--- config.mk ---
export PLATFORM = sky130hd
export DESIGN_NAME = rv32m_divider
export DESIGN_NICKNAME = d
export VERILOG_FILES = /design/src/rtl/rv32m_pkg.sv /design/src/rtl/rv32m_div_step.sv /design/src/rtl/rv32m_divider.sv
export SDC_FILE = /design/constraint.sdc
export NUM_CORES = 1
export LEC_CHECK = 0
export BUFFER_PORTS_ARGS = -buffer_cell sky130_fd_sc_hd__buf_2
export CORE_MARGIN = 2
export CORE_UTILIZATION = 25
export CTS_CLUSTER_SIZE = 12
export DETAILED_ROUTE_END_ITERATION = 7
export PLACE_DENSITY_LB_ADDON = 0.12
export SYNTH_ARGS = -nofsm -noshare
export SYNTH_HDL_FRONTEND = slang
export SYNTH_SLANG_ARGS = --single-unit
--- constraint.sdc ---
create_clock -name clk -period 5.45 [get_ports clk]
set_clock_uncertainty 0.2 [all_clocks]
set_input_delay 1.635 -clock clk [delete_from_list [all_inputs] [get_ports clk]]
set_output_delay 1.635 -clock clk [all_outputs]
set_load 0.1 [all_outputs]
--- src/rtl/rv32m_pkg.sv ---
// Shared definitions for the RV32M divide path: funct3 encodings, the
// divider FSM state type, the default data width and the fixed result
// constants used by the divide-by-zero and signed-overflow cases.
package rv32m_pkg;

    localparam int DEFAULT_XLEN = 32;

    localparam logic [2:0] F3_DIV  = 3'b100;
    localparam logic [2:0] F3_DIVU = 3'b101;
    localparam logic [2:0] F3_REM  = 3'b110;
    localparam logic [2:0] F3_REMU = 3'b111;

    typedef enum logic [1:0] {
        IDLE   = 2'd0,
        CALC   = 2'd1,
        FINISH = 2'd2
    } div_state_t;

    localparam logic [DEFAULT_XLEN-1:0] DIV_BY_ZERO_Q = '1;
    localparam logic [DEFAULT_XLEN-1:0] INT_MIN       = {1'b1, {(DEFAULT_XLEN-1){1'b0}}};

endpackage

--- src/rtl/rv32m_div_step.sv ---
// One radix-2 restoring division iteration, purely combinational.
// The partial remainder is widened by one bit so the shifted value can
// exceed XLEN bits without losing the carry before the compare.
module rv32m_div_step
    import rv32m_pkg::*;
#(
    parameter int XLEN = DEFAULT_XLEN
) (
    input  logic [XLEN-1:0] rem,
    input  logic [XLEN-1:0] quo,
    input  logic [XLEN-1:0] divisor,
    output logic [XLEN-1:0] next_rem,
    output logic [XLEN-1:0] next_quo
);

    logic [XLEN:0] partial;
    logic [XLEN:0] diff;

    // Shift in the next dividend bit, then subtract the divisor if it fits.
    always_comb begin
        partial = {rem, quo[XLEN-1]};
        diff    = partial - {1'b0, divisor};
        if (partial >= {1'b0, divisor}) begin
            next_rem = diff[XLEN-1:0];
            next_quo = {quo[XLEN-2:0], 1'b1};
        end else begin
            next_rem = partial[XLEN-1:0];
            next_quo = {quo[XLEN-2:0], 1'b0};
        end
    end

endmodule

--- src/rtl/rv32m_divider.sv ---
// Iterative radix-2 restoring divider for DIV/DIVU/REM/REMU.
// Divide-by-zero and signed overflow resolve in one cycle; all other
// operations take XLEN iterations plus one sign-fix cycle.
// Optional build macro RV32M_DIV_EARLY_OUT_EN: when defined, operations
// with |A| < |B| also resolve in one cycle (quotient 0, remainder A).
module rv32m_divider
    import rv32m_pkg::*;
#(
    parameter int XLEN = DEFAULT_XLEN
) (
    input  logic            clk,
    input  logic            rst,
    input  logic            start_i,
    input  logic [2:0]      funct3_i,
    input  logic [XLEN-1:0] A_i,
    input  logic [XLEN-1:0] B_i,
    output logic            busy_o,
    output logic            done_o,
    output logic [XLEN-1:0] writeback_value_o
);

    localparam int CNT_W = $clog2(XLEN) + 1;
    localparam logic [CNT_W-1:0] LAST_STEP = CNT_W'(XLEN - 1);
    localparam logic [XLEN-1:0]  ALL_ONES  = '1;
    localparam logic [XLEN-1:0]  MOST_NEG  = {1'b1, {(XLEN-1){1'b0}}};

    // Two's-complement negate when the sign flag is set.
    function automatic logic [XLEN-1:0] neg_if(input logic [XLEN-1:0] v, input logic n);
        return n ? (~v + 1'b1) : v;
    endfunction

    div_state_t       state;
    logic [2:0]       funct3_q;
    logic             q_neg_q;
    logic             r_neg_q;
    logic             special_q;
    logic [XLEN-1:0]  rem_q;
    logic [XLEN-1:0]  quo_q;
    logic [XLEN-1:0]  div_q;
    logic [CNT_W-1:0] cnt_q;

    logic            signed_op;
    logic            rem_op;
    logic            a_neg;
    logic            b_neg;
    logic [XLEN-1:0] abs_a;
    logic [XLEN-1:0] abs_b;
    logic            special;
    logic [XLEN-1:0] special_val;
    logic [XLEN-1:0] next_rem;
    logic [XLEN-1:0] next_quo;
    logic            rem_op_q;
    logic [XLEN-1:0] final_val;

    // Decode the incoming request and resolve the one-cycle cases.
    always_comb begin
        signed_op   = (funct3_i == F3_DIV) || (funct3_i == F3_REM);
        rem_op      = (funct3_i == F3_REM) || (funct3_i == F3_REMU);
        a_neg       = signed_op && A_i[XLEN-1];
        b_neg       = signed_op && B_i[XLEN-1];
        abs_a       = neg_if(A_i, a_neg);
        abs_b       = neg_if(B_i, b_neg);
        special     = 1'b0;
        special_val = '0;
        if (B_i == '0) begin
            special     = 1'b1;
            special_val = rem_op ? A_i : ALL_ONES;
        end else if (signed_op && (A_i == MOST_NEG) && (B_i == ALL_ONES)) begin
            special     = 1'b1;
            special_val = rem_op ? '0 : MOST_NEG;
        end
`ifdef RV32M_DIV_EARLY_OUT_EN
        else if (abs_a < abs_b) begin
            special     = 1'b1;
            special_val = rem_op ? A_i : '0;
        end
`endif
    end

    rv32m_div_step #(.XLEN(XLEN)) u_step (
        .rem      (rem_q),
        .quo      (quo_q),
        .divisor  (div_q),
        .next_rem (next_rem),
        .next_quo (next_quo)
    );

    // Select the signed-corrected result, or the preloaded special value.
    always_comb begin
        rem_op_q = (funct3_q == F3_REM) || (funct3_q == F3_REMU);
        if (special_q) begin
            final_val = quo_q;
        end else if (rem_op_q) begin
            final_val = neg_if(rem_q, r_neg_q);
        end else begin
            final_val = neg_if(quo_q, q_neg_q);
        end
    end

    assign busy_o = (state != IDLE);

    // Divider FSM: accept, iterate, then register the result with a done pulse.
    always_ff @(posedge clk or posedge rst) begin
        if (rst) begin
            state             <= IDLE;
            funct3_q          <= '0;
            q_neg_q           <= 1'b0;
            r_neg_q           <= 1'b0;
            special_q         <= 1'b0;
            rem_q             <= '0;
            quo_q             <= '0;
            div_q             <= '0;
            cnt_q             <= '0;
            done_o            <= 1'b0;
            writeback_value_o <= '0;
        end else begin
            done_o <= 1'b0;
            case (state)
                IDLE: begin
                    if (start_i) begin
                        funct3_q  <= funct3_i;
                        q_neg_q   <= a_neg ^ b_neg;
                        r_neg_q   <= a_neg;
                        special_q <= special;
                        div_q     <= abs_b;
                        rem_q     <= '0;
                        quo_q     <= special ? special_val : abs_a;
                        cnt_q     <= '0;
                        state     <= special ? FINISH : CALC;
                    end
                end
                CALC: begin
                    rem_q <= next_rem;
                    quo_q <= next_quo;
                    cnt_q <= cnt_q + 1'b1;
                    if (cnt_q == LAST_STEP) begin
                        state <= FINISH;
                    end
                end
                FINISH: begin
                    writeback_value_o <= final_val;
                    done_o            <= 1'b1;
                    state             <= IDLE;
                end
                default: state <= IDLE;
            endcase
        end
    end

endmodule

==> flow_summary.json, run 1 <==
{
  "max_stage_delay_ps": 600,
  "chipHeight_um": 213,
  "drt_first_iter_violations": 709,
  "antenna_left": 0,
  "setup_tns_ps": 0,
  "cp_slowest_cell": "or3_1",
  "cts_tree": "done",
  "yosys.area.top_type": "dfrtp_1",
  "finalWeightedCongestion": 0.860,
  "htreeDepth": 4,
  "synth_area_leaders": "dfrtp_1 33%, o21ai_0 8.7%, nand2_1 7.7%",
  "area_delta_synth_final_pct": 16.0,
  "synth_warnings": 0,
  "placed_cell_area_um2": 12100,
  "synth_edf_count": 0,
  "path_buf_inv": 3,
  "crit_arrival_ps": 4820,
  "drt_pass1_iterations": 7,
  "num_vias": 10900,
  "cpMostUsedCell": "a211oi_1",
  "core_area_um2": 43100,
  "crit_required_ps": 5570,
  "diodes": 0,
  "synth_async_sr_flop_share_pct": 100,
  "synth_commonest_cells": "223 x nand2_1, 191 x o21ai_0, 142 x dfrtp_1, 129 x a21oi_1, 87 x nor2_1",
  "path_cells": "buf_2 -> inv_1 -> ha_1 -> or3b_2 -> nor4_1 -> nand4_1 -> or3_1 -> buf_4 -> nand2_1 -> a21boi_0 -> a211oi_1 -> a211oi_1",
  "cp-start-kind": "input port",
  "clk_latency_ps": 460,
  "grt-ovfl-total": 0,
  "root_buffer": "clkbuf_16",
  "drive_gt1_share_pct": 11.4,
  "post_cts_resized": 0,
  "outcome": "finished, final reports clean",
  "period_share_pct": 86.3,
  "grt_pass1_wl_um": 63200,
  "track_usage_pct": 18.5,
  "path_clk_slew_ps": 60,
  "holdBufCountCts": 0,
  "worstSetupPathType": "input port to register",
  "antenna_found_initial": 0,
  "yosysTopAreaCellShare_pct": 32.5,
  "postLayoutCellArea_um2": 12700,
  "synthFlopType": "dfrtp_1",
  "dieWidth_um": 213,
  "syn_nets": 1551,
  "routedWlPerCell_um": 19.6,
  "setup_violations": 0,
  "clock.fmax_ghz": 0.213,
  "yosysSeqAreaShare_pct": 32.5,
  "synth.avg_cell_area_um2": 7.58,
  "numCtsBuffers": 17,
  "post_cts_buffers": 0,
  "via_per_inst": 5.16,
  "port_buffers": 103,
  "syn_inst": 1442,
  "hold_class": "register to register",
  "clock_path_buffers": 2,
  "die_area_um2": 45400,
  "first_global_vias": 10200,
  "vdd_drop_max_mv": 0.349,
  "p_per_area_nw_per_um2": 755,
  "rows": 76,
  "io_pins": 104,
  "max-cap-violations": 0,
  "cts.sinks": 142,
  "tightest_slew_ps": 980,
  "synth_cell_type_count": 65,
  "wl_um": 41400,
  "drc": 0,
  "slew_headroom_pct": 34.4,
  "holdPathStages": 2,
  "path_depth": 12,
  "rsz0062_at_grt": "no",
  "min_period_ps": 4710,
  "cp_top_family": "simple AND/OR/NAND/NOR gates",
  "fin_nets": 1617,
  "rr_worst_depth": 12,
  "syn_area_um2": 10900,
  "yosysMostFrequentCell": "nand2_1",
  "hold_viol": 0,
  "grt_max_degree": 143,
  "cp_max_fo": 22,
  "p_leak_nw": 5.35,
  "place_hpwl_um": 31500,
  "ys_seq_elements": 142,
  "critPathCaptureType": "register",
  "start_util_pct": 25.4,
  "slew_violations": 0
}
## flip-flops by register name (all words and copies together), names as in the netlist
name and cells:
rem_q 32, state 2, funct3_q 2, r_neg_q 1
div_q 32, cnt_q 6, done_o 1, writeback_value_o 32
special_q 1, quo_q 32, q_neg_q 1
## report_power, final
part / internal [mW] / leakage [nW] / total, mW / switching (mW)
combinational: 1.93 / 3.31 / 6.05 / 4.11
clock: 0.731 / 0.292 / 1.25 / 0.519
sequential: 1.56 / 1.75 / 2.28 / 0.711
## per-stage QoR
stage	setup slack [ps]	hold WS, ps	util [%]	cells	total power [mW]
after floorplan	973	248	-	1442	6.56
after global placement	383	261	28.0	2074	8.31
after detailed placement	357	266	28.0	2074	8.34
after CTS	816	280	29.4	2106	9.62
after global routing	521	302	29.4	2106	10.4
final	744	276	29.4	2106	9.57
## cells by family after synthesis
group | share of synthesized area (%)
flip-flops | 32.5
multiplexers | 1.11
AO/OA/AOI/OAI | 28.4
XOR/XNOR | 7.05
buffers and inverters | 4.79
AND/OR/NAND/NOR | 21.6
adder cells (fa/ha/maj) | 4.54
## worst register-to-register path, stage by stage (launching register included)
cell and delay (ps):
dfrtp_1 350, buf_4 170, ha_1 350, a21o_1 190, a21o_1 170, a21oi_1 530
o41ai_1 260, or4_1 490, o21ai_2 440, buf_4 410, nor3_1 130, a21oi_1 150
o21ai_0 100
## per-layer routing
layer	vias to the layer above	global-route usage, %	part of all wire [%]
met3	42	2.47	4.0
met5	-	0	0
met2	266	27.1	43
met4	0	5.91	2.2
met1	5190	27.7	51
li1	5375	-	-
## final cells by class
class	instances	area [um2]
Tap cell	585	732
Multi-Input combinational cell	1161	6860
Clock buffer	18	439
Timing Repair Buffer	126	701
Sequential cell	142	3550
Inverter	60	229
Fill cell	4685	30400
Clock inverter	14	168
## cell usage in the layout, fill, tap and decap left out, types with 14 or more instances in the layout
cell type / n
nand2_1: 222
or4_1: 15
nor3_1: 56
dfrtp_1: 142
a21oi_1: 129
o21ai_0: 190
o31ai_1: 36
nand4_1: 20
a32oi_1: 14
ha_1: 38
a31oi_1: 18
inv_1: 58
a21o_1: 24
buf_2: 103
nand3_1: 21
clkbuf_16: 17
or3_1: 24
buf_4: 22
xor2_1: 43
o22ai_1: 22
xnor2_1: 45
nor2_1: 87
a211oi_1: 20
## path summary, 6_finish.rpt
path	start	end	slack, ps
setup / recovery	A_i[1]	quo_q[31]	740
min in group asynchronous	rst	quo_q[17]	1120
hold / removal	writeback_value_o[5]	writeback_value_o[5]	280
setup reg to reg	rem_q[21]	rem_q[4]	1390
max in group asynchronous	rst	writeback_value_o[16]	3180
hold reg to reg	writeback_value_o[5]	writeback_value_o[5]	280
Note: power is estimated with default switching activity, not from simulation.
==> inputs of run 2 (changes only) <==
--- a/config.mk
+++ b/config.mk
@@ -8,6 +8,7 @@
 export BUFFER_PORTS_ARGS = -buffer_cell sky130_fd_sc_hd__buf_2
 export CORE_MARGIN = 2
 export CORE_UTILIZATION = 25
+export CTS_BUF_LIST = sky130_fd_sc_hd__clkbuf_4 sky130_fd_sc_hd__clkbuf_8
 export CTS_CLUSTER_SIZE = 12
 export DETAILED_ROUTE_END_ITERATION = 7
 export PLACE_DENSITY_LB_ADDON = 0.12
==> constraint.sdc (replaced) <==
create_clock -name clk -period 4.84 [get_ports clk]
set_clock_uncertainty 0.2 [all_clocks]
set_input_delay 1.452 -clock clk [delete_from_list [all_inputs] [get_ports clk]]
set_output_delay 1.452 -clock clk [all_outputs]
set_load 0.1 [all_outputs]
==> run 2 against run 1 <==
Effect of this change:
- critical path depth shrank 1
- count of clock-buffer cells in the layout increased by 3
- utilization decreased by 0.27 points
- final cell count up 0.47%
- worst setup slack got worse by 90 ps
- first-iteration DRC count grew 37%
- total power up 9.7%
- die area stayed put
==> flow_summary.json, run 2 (synthesized netlist as in run 1, its figures left out) <==
{
  "outcome": "finished, final reports clean",
  "dp_cells": 2085,
  "globalRouteMet2Util_pct": 27.7,
  "nFillCells": 4756,
  "rows": 76,
  "tightest_slew_ps": 922,
  "wl_um": 41600,
  "period_share_pct": 86.5,
  "drt_pass1_iterations": 5,
  "comb_power_share_pct": 65.6,
  "root_buffer": "clkbuf_8",
  "slew_violations": 0,
  "hold_ws_ps": 274,
  "cts_tree": "done",
  "power_switching_mw": 5.97,
  "grt.busiest_layer": "met2",
  "clock.fmax_ghz": 0.239,
  "drt_first_iter_violations": 970,
  "share_seq_of_total_power_pct": 24.4,
  "antenna_left": 0,
  "fin_ws_ps": 654,
  "p_leak_nw": 5.32,
  "finalWeightedCongestion": 0.879,
  "core_area_um2": 43100,
  "clock_path_buffers": 2,
  "first_global_vias": 10400,
  "htreeDepth": 4,
  "swShare_pct": 56.8,
  "reg2reg_slack_ps": 960,
  "internal_power_mw": 4.54,
  "track_usage_pct": 18.7,
  "final_common_cell": "nand2_1",
  "p_per_area_nw_per_um2": 836,
  "place_hpwl_um": 32100,
  "drive_gt1_share_pct": 12.0,
  "num_vias": 10900,
  "cts.sinks": 142,
  "clk_latency_ps": 500,
  "area_delta_synth_final_pct": 15.0,
  "rr_endpoint": "rem_q[30]",
  "antenna_found_initial": 1,
  "power_mw": 10.5,
  "grt-ovfl-total": 0,
  "crit_end": "quo_q[26]",
  "numCtsBuffers": 17,
  "setup_violations": 0,
  "grt_max_degree": 143,
  "drc": 0,
  "path_clk_slew_ps": 80,
  "fin_util_pct": 29.2,
  "min_period_ps": 4190,
  "hold_class": "register to register",
  "slew_headroom_pct": 38.3,
  "cp-start-kind": "input port",
  "placed_cell_area_um2": 12200,
  "grt_pass1_wl_um": 64000,
  "io_pins": 104,
  "hold_viol": 0,
  "rsz0062_at_grt": "no",
  "diodes": 0,
  "use_met3_pct": 2.99,
  "clkPwrFrac_pct": 10.0,
  "pre_cts_ws_ps": 148,
  "port_buffers": 103,
  "routedWlPerCell_um": 19.7,
  "setup_tns_ps": 0,
  "holdBufCountCts": 0,
  "via_per_inst": 5.17,
  "worstSetupPathType": "input port to register",
  "grt.met1_usage_pct": 27.5,
  "post_cts_resized": 0,
  "startpoint": "B_i[13]",
  "dieWidth_um": 213,
  "mostFrequentLayoutCells": "222 x nand2_1, 190 x o21ai_0, 142 x dfrtp_1, 129 x a21oi_1, 103 x buf_2",
  "postLayoutCellArea_um2": 12600,
  "rr_worst_depth": 13,
  "crit_arrival_ps": 4360,
  "fin_nets": 1628,
  "start_util_pct": 25.4,
  "crit_required_ps": 5020,
  "finalNonFillerCells": 2116,
  "vdd_drop_max_mv": 0.260,
  "r2r_start": "quo_q[31]",
  "die_area_um2": 45400,
  "cp_max_fo": 29,
  "post_cts_buffers": 0,
  "chipHeight_um": 213,
  "max-cap-violations": 0,
  "critPathCaptureType": "register"
}
[run 2: cell count changes in the layout (fill, tap and decap cells not counted)]
cell        delta
clkbuf_16     -17
clkbuf_8      +17
buf_4         +11
clkbuf_4       +3
clkinvlp_4     -2
clkinv_2       -1
clkinv_4       -1
[run 2: how the worst min path moves through the flow]
stage                             to  slack [ps]                  start  cells past startpoint
2_1_floorplan               cnt_q[5]         250               cnt_q[5]                      1
3_3_place_gp   writeback_value_o[29]         260  writeback_value_o[29]                      2
3_5_place_dp                cnt_q[5]         270               cnt_q[5]                      1
4_1_cts                     cnt_q[5]         280               cnt_q[5]                      1
5_1_grt         writeback_value_o[0]         300   writeback_value_o[0]                      2
6_report       writeback_value_o[26]         270  writeback_value_o[26]                      2
[run 2: layout make-up]
type	count	area (um2)	share of cell area, %
inverters	60	229	1.82
well taps	585	732	5.83
multi-input cells	1161	6860	54.6
repair buffers	137	783	6.24
flip-flops and latches	142	3550	28.3
clock buffers	21	270	2.15
clock inverters	10	139	1.11
[run 2: critical path: stages]
cell	delay, ps
buf_2	140
or4_1	570
or3_1	350
nor3_1	530
nand4_1	180
buf_4	300
nand2_1	100
buf_4	260
or3_1	150
a31oi_1	60
a221o_1	270
[run 2: power by group through the flow]
stage	Sequential, mW	Clock (mW)	Combinational [mW]
2_1_floorplan	3.20	0	4.19
3_3_place_gp	2.56	0	6.90
3_5_place_dp	2.57	0	6.89
4_1_cts	2.54	1.10	6.92
5_1_grt	2.64	1.14	7.60
6_report	2.56	1.05	6.89
[run 2: layer usage]
| layer | share of wire [%] | routed length (um) | vias up |
|---|---|---|---|
| met5 | 0 | 0 | - |
| met4 | 2.4 | 1010 | 0 |
| met3 | 5.0 | 2100 | 43 |
| met2 | 43 | 17800 | 292 |
| met1 | 50 | 20700 | 5211 |
| li1 | - | - | 5398 |
